**src/rtl/cla_pipe_addsub.sv**
```systemverilog
// cla_pipe_addsub: pipelined carry-lookahead adder/subtractor.
// The datapath is built from 4-bit lookahead blocks. Block carries ripple
// between blocks, and that chain is cut into N_STAGES register stages.
// Each stage has a valid/ready handshake with bubble collapsing.
// Optional feature: define CLA_PIPE_SAT_EN to enable unsigned saturation of y.
// When it is enabled, c_out and overflow still report the raw values.
module cla_pipe_addsub #(
  parameter int N_BLOCKS = 8,
  parameter int N_STAGES = 2
) (
  input  logic                  clk,
  input  logic                  rst_n,
  input  logic [4*N_BLOCKS-1:0] a,
  input  logic [4*N_BLOCKS-1:0] b,
  input  logic                  c_in,
  input  logic                  sub,
  input  logic                  in_valid,
  output logic                  in_ready,
  output logic [4*N_BLOCKS-1:0] y,
  output logic                  c_out,
  output logic                  overflow,
  output logic                  out_valid,
  input  logic                  out_ready
);

  localparam int N = 4 * N_BLOCKS;
  localparam int B = (N_STAGES > 0) ? (N_BLOCKS / N_STAGES) : 1;
  localparam int W = 4 * B;

  if (N_STAGES < 1 || N_STAGES > N_BLOCKS || (N_BLOCKS % N_STAGES) != 0) begin : g_paramCheck
    $error("cla_pipe_addsub: N_STAGES must be in 1..N_BLOCKS and divide N_BLOCKS");
  end

  // One 4-bit lookahead block: returns {carry out, sum}.
  // Every internal carry is formed directly from generate/propagate terms,
  // so no carry ripples inside the block.
  function automatic logic [4:0] cla4(input logic [3:0] x, input logic [3:0] z, input logic ci);
    logic [3:0] g;
    logic [3:0] p;
    logic [4:0] c;
    g    = x & z;
    p    = x ^ z;
    c[0] = ci;
    c[1] = g[0] | (p[0] & ci);
    c[2] = g[1] | (p[1] & g[0]) | (p[1] & p[0] & ci);
    c[3] = g[2] | (p[2] & g[1]) | (p[2] & p[1] & g[0]) | (p[2] & p[1] & p[0] & ci);
    c[4] = g[3] | (p[3] & g[2]) | (p[3] & p[2] & g[1]) | (p[3] & p[2] & p[1] & g[0])
         | (&p & ci);
    return {c[4], p ^ c[3:0]};
  endfunction

  for (genvar k = 0; k < N_STAGES; k++) begin : g_stage
    localparam int LO  = k * W;
    localparam int REM = N - LO;

    logic [REM-1:0]    w_aIn;
    logic [REM-1:0]    w_bIn;
    logic              w_cIn;
    logic              w_vIn;
    logic              w_load;
    logic [B:0]        w_carry;
    logic [W-1:0]      w_sum;
    logic [LO+W-1:0]   w_sumAll;
    logic [LO+W-1:0]   w_sumNext;
    logic              r_vld;
    logic              r_c;
    logic [LO+W-1:0]   r_sum;
`ifdef CLA_PIPE_SAT_EN
    logic              w_subIn;
`endif

    // Stage 0 takes the operands from the ports. b is inverted and a
    // forced carry-in of 1 is used in subtract mode. Later stages take
    // their operands from the previous stage's registers.
    if (k == 0) begin : g_src
      assign w_aIn    = a;
      assign w_bIn    = sub ? ~b : b;
      assign w_cIn    = sub | c_in;
      assign w_vIn    = in_valid;
      assign w_sumAll = w_sum;
`ifdef CLA_PIPE_SAT_EN
      assign w_subIn  = sub;
`endif
    end else begin : g_src
      assign w_aIn    = g_stage[k-1].g_fwd.r_aRem;
      assign w_bIn    = g_stage[k-1].g_fwd.r_bRem;
      assign w_cIn    = g_stage[k-1].r_c;
      assign w_vIn    = g_stage[k-1].r_vld;
      assign w_sumAll = {w_sum, g_stage[k-1].r_sum};
`ifdef CLA_PIPE_SAT_EN
      assign w_subIn  = g_stage[k-1].g_fwd.r_sub;
`endif
    end

    // A stage may capture new contents when it is empty or when its
    // successor will take its current beat this cycle.
    if (k == N_STAGES - 1) begin : g_ready
      assign w_load = !r_vld | out_ready;
    end else begin : g_ready
      assign w_load = !r_vld | g_stage[k+1].w_load;
    end

    // Chain this stage's B lookahead blocks, using the block carries.
    always_comb begin
      w_carry    = '0;
      w_sum      = '0;
      w_carry[0] = w_cIn;
      for (int j = 0; j < B; j++) begin
        {w_carry[j+1], w_sum[4*j +: 4]} = cla4(w_aIn[4*j +: 4], w_bIn[4*j +: 4], w_carry[j]);
      end
    end

`ifdef CLA_PIPE_SAT_EN
    if (k == N_STAGES - 1) begin : g_sat
      // Clamp the final result. A carry out of an add clamps to all ones.
      // A borrow out of a subtract clamps to zero.
      always_comb begin
        w_sumNext = w_sumAll;
        if (!w_subIn && w_carry[B]) begin
          w_sumNext = '1;
        end else if (w_subIn && !w_carry[B]) begin
          w_sumNext = '0;
        end
      end
    end else begin : g_sat
      assign w_sumNext = w_sumAll;
    end
`else
    assign w_sumNext = w_sumAll;
`endif

    // Register the valid bit, the carry and the partial sum.
    // The beat holds here while the downstream stage is stalled.
    always_ff @(posedge clk or negedge rst_n) begin
      if (!rst_n) begin
        r_vld <= 1'b0;
        r_c   <= 1'b0;
        r_sum <= '0;
      end else if (w_load) begin
        r_vld <= w_vIn;
        if (w_vIn) begin
          r_c   <= w_carry[B];
          r_sum <= w_sumNext;
        end
      end
    end

    if (k < N_STAGES - 1) begin : g_fwd
      logic [REM-W-1:0] r_aRem;
      logic [REM-W-1:0] r_bRem;
`ifdef CLA_PIPE_SAT_EN
      logic             r_sub;
`endif
      // Carry the operand bits that are not yet summed to the next stage.
      always_ff @(posedge clk or negedge rst_n) begin
        if (!rst_n) begin
          r_aRem <= '0;
          r_bRem <= '0;
`ifdef CLA_PIPE_SAT_EN
          r_sub  <= 1'b0;
`endif
        end else if (w_load && w_vIn) begin
          r_aRem <= w_aIn[REM-1:W];
          r_bRem <= w_bIn[REM-1:W];
`ifdef CLA_PIPE_SAT_EN
          r_sub  <= w_subIn;
`endif
        end
      end
    end else begin : g_last
      logic r_ovf;
      logic w_ovf;
      // The carry into the MSB is recovered as sum ^ a ^ b at that bit.
      assign w_ovf = w_carry[B] ^ (w_sum[W-1] ^ w_aIn[W-1] ^ w_bIn[W-1]);
      // Register the signed overflow alongside the final result.
      always_ff @(posedge clk or negedge rst_n) begin
        if (!rst_n) begin
          r_ovf <= 1'b0;
        end else if (w_load && w_vIn) begin
          r_ovf <= w_ovf;
        end
      end
    end
  end

  assign in_ready  = g_stage[0].w_load;
  assign out_valid = g_stage[N_STAGES-1].r_vld;
  assign y         = g_stage[N_STAGES-1].r_sum;
  assign c_out     = g_stage[N_STAGES-1].r_c;
  assign overflow  = g_stage[N_STAGES-1].g_last.r_ovf;

endmodule

```
**config.mk**
```make
export PLATFORM = sky130hd
export DESIGN_NAME = cla_pipe_addsub
export DESIGN_NICKNAME = d
export VERILOG_FILES = /design/src/rtl/cla_pipe_addsub.sv
export SDC_FILE = /design/constraint.sdc
export NUM_CORES = 1
export LEC_CHECK = 0
export ABC_AREA = 1
export CORE_ASPECT_RATIO = 1.5
export CORE_UTILIZATION = 35
export DETAILED_ROUTE_END_ITERATION = 8
export HOLD_SLACK_MARGIN = 0.06
export PLACE_DENSITY = 0.58
export SYNTH_ARGS = -nofsm -noshare
export SYNTH_HDL_FRONTEND = slang
export SYNTH_SLANG_ARGS = --single-unit
```
**constraint.sdc**
```tcl
create_clock -name clk -period 3.17 [get_ports clk]
set_clock_uncertainty 0.1 [all_clocks]
set_input_delay 0.634 -clock clk [delete_from_list [all_inputs] [get_ports clk]]
set_output_delay 0.634 -clock clk [all_outputs]
set_load 0.02 [all_outputs]
```
==> summary.txt <==
Netlist cell types: 33
Nets: 776
Worst Tran Pin Value: 724 ps
worst r2r src: g_stage[0].g_fwd.r_aRem[9]
Iteration-0 DRC Markers: 126
sequential-to-total area share from yosys stat: 0.443
Crit. End Element: flip-flop
Post-CTS Resized: 0
CTS Buf Count: 9
DP Wirelength: 7980 um
CP max stage delay: 420 ps
cells after synthesis: 558
drt drc: 14
Yosys Warn Count: 0
layout cell share with drive strength beyond 1: 0.0716
syn avg cell area: 8.61 um2
RSZ-0062 raised after global routing: no
CTS tree: done
I/O Buffers: 105
GRT busiest layer: met2
status: finished with violations
failing checks: DRC
met2 usage in global routing: 0.307
Synth Cell Area: 0.00480 mm2
largest net degree at the start of global routing: 86
Die ar.: 0.0142 mm2
CP max FO: 3
Area Overhead vs Synth: 31.7%
R2R Setup Slk: 960 ps
Leak: 0.00308 uW
MaxCap Viol Count: 0
Setup-failing EPs final: 0
initial antenna violation count: 0
grt total ovfl: 0
Slowest-stage cell, CP: clkdlybuf4s50_1
most used flip-flop cell after synthesis: dfrtp_1
n_diodes: 0
buffer count from post-CTS setup fixing: 0
Yosys top cell area share: 0.443
first-pass GRT wire length: 18800 um
clk_lat worst skew: 330 ps
Total Power: 4320 uW
crit start category: primary input
Yosys reg bits: 85
vias per inst: 4.74
kind of critical path: primary input to flip-flop
routability congestion estimate: 0.779
Crit path arrival time: 2930 ps
H-tree depth: 3
critical path launch point: b[3]
f_max: 351 MHz
clk slew on worst S/H paths: 60 ps
Tot GR Track Use: 0.166
worst hold path type: primary input to asynchronous set/reset pin
drt total wl: 10800 um
final period utilization: 0.899
CTS root buffer: clkbuf_16
Initial Util: 0.357
Routed Antenna Nets: 0
Slew HR: 0.517
worst path cell trace: clkdlybuf4s50_1, xor2_1, ha_1, nand2_1, inv_1, nand4_1, nand3_2, inv_2, o21ai_2, nand2_2, nand3_2, inv_1, fa_1, xor2_1, o21ai_0
Synth area leaders: dfrtp_1 (44%), nand2_1 (16%), ha_1 (8.3%)
most common cell in the netlist: nand2_1
clock buffer depth: 2
number of global-route vias before repair: 4109
First-pass DRT Iterations: 8
asr flop ratio synth: 1.00
GR Util met3: 0.0259
min Tclk post-route: 2850 ps
top post-synthesis cells by count: nand2_1 (199), dfrtp_1 (85), o21ai_0 (40), inv_1 (33), ha_1 (32)
VDD IR-drop max: 259 uV
worst hold slack: 203 ps
routing usage on met1: 0.193
Core Rows: 52
r2r worst-path depth: 8
Net Count, Synth: 668
io pins: 106
power density cells: 683 mW/mm2
core footprint: 0.0135 mm2
CTS Sinks: 85
reg-to-reg endpoint: y[29]
Slew Limit Fails: 0
Req. time, crit path: 3250 ps
DR WL/cell: 13.0 um
Die Height: 145 um
DR vias: 3941
CTS hold repair buffers: 0
Die X: 97.7 um
final hold vios: 0
Post-synth EDFFs: 0
leading area contributor after synthesis: dfrtp_1
-- report_power, final --
part	switching (uW)	internal (uW)
logic	953	818
clock network	393	546
registers	201	1410
total	1550	2770
-- worst max-delay path by stage --
| stage | cells past startpoint | slack (ps) | endpoint |
|---|---|---|---|
| floorplan | 16 | 210 | g_stage[0].r_sum[13] |
| global placement | 15 | 20 | g_stage[0].r_sum[13] |
| detailed placement | 15 | -60 | g_stage[0].r_sum[13] |
| CTS | 15 | 290 | g_stage[0].r_sum[13] |
| global route | 15 | 130 | g_stage[0].r_sum[13] |
| finish | 15 | 320 | g_stage[0].r_sum[13] |
-- registers in the layout, summed over array words and instances (netlist names) --
signal,flops
g_stage.g_fwd.r_bRem,16
y,32
g_stage.r_sum,16
g_stage.r_c,1
c_out,1
out_valid,1
g_stage.r_vld,1
g_stage.g_fwd.r_aRem,16
overflow,1
-- layer usage --
metal | part of all wire | up-vias | routed length [um]
met4 | 0.015 | 0 | 161
met1 | 0.43 | 1860 | 4620
met2 | 0.53 | 77 | 5720
li1 | - | 1995 | -
met5 | 0 | - | 0
met3 | 0.030 | 9 | 330
-- kinds of logic after synthesis --
family | after synthesis | share of synthesized area
AOI/OAI and AO/OA | 72 | 0.0844
xor gates and xnor gates | 50 | 0.0911
adders and majority gates | 40 | 0.117
buffers and inverters | 56 | 0.0466
DFF | 85 | 0.443
and+or+nand+nor | 255 | 0.218
-- worst max-delay path: cells and delay by family --
family,cells,cell delay [ps]
and+or+nand+nor,5,410
AOI/OAI and AO/OA,2,270
adders and majority gates,2,720
buffers and inverters,4,610
xor gates and xnor gates,2,290
-- area by class of cell --
type | count | area [um2]
clock buffer | 13 | 250
clock inverter | 2 | 10.0
fill | 1324 | 7140
inverter | 36 | 135
multi-input combinational | 417 | 2460
sequential | 85 | 2130
tap | 162 | 203
timing repair buffer | 117 | 1150
-- metrics by stage --
stage / TNS [ps] / util / worst slack, ps / cell area, um2 / instances
after global placement: 0 / 0.450 / 24.0 / 6070 / 817
after CTS: 0 / 0.470 / 294 / 6330 / 832
final: 0 / 0.470 / 321 / 6330 / 832
after floorplan: 0 / - / 206 / 4800 / 558
after detailed placement: -56.7 / 0.450 / -56.7 / 6070 / 817
after global routing: 0 / 0.470 / 130 / 6330 / 832
-- cells in the final DEF, fill, tap and decap left out, types with 3 or more instances in the layout --
master	netlist	routed
a31oi_1	4	4
buf_4	0	12
dfrtp_1	85	85
nor2_1	13	13
o21ai_0	40	40
clkbuf_16	0	9
nand3_2	3	3
fa_1	8	8
nand2_2	11	12
inv_1	33	33
nand2_1	199	198
a21oi_1	16	16
clkdlybuf4s50_1	0	103
ha_1	32	32
xor2_1	23	23
clkbuf_1	14	3
xnor2_1	27	27
nand3_1	22	22
Note: power is estimated with default switching activity, not from simulation.
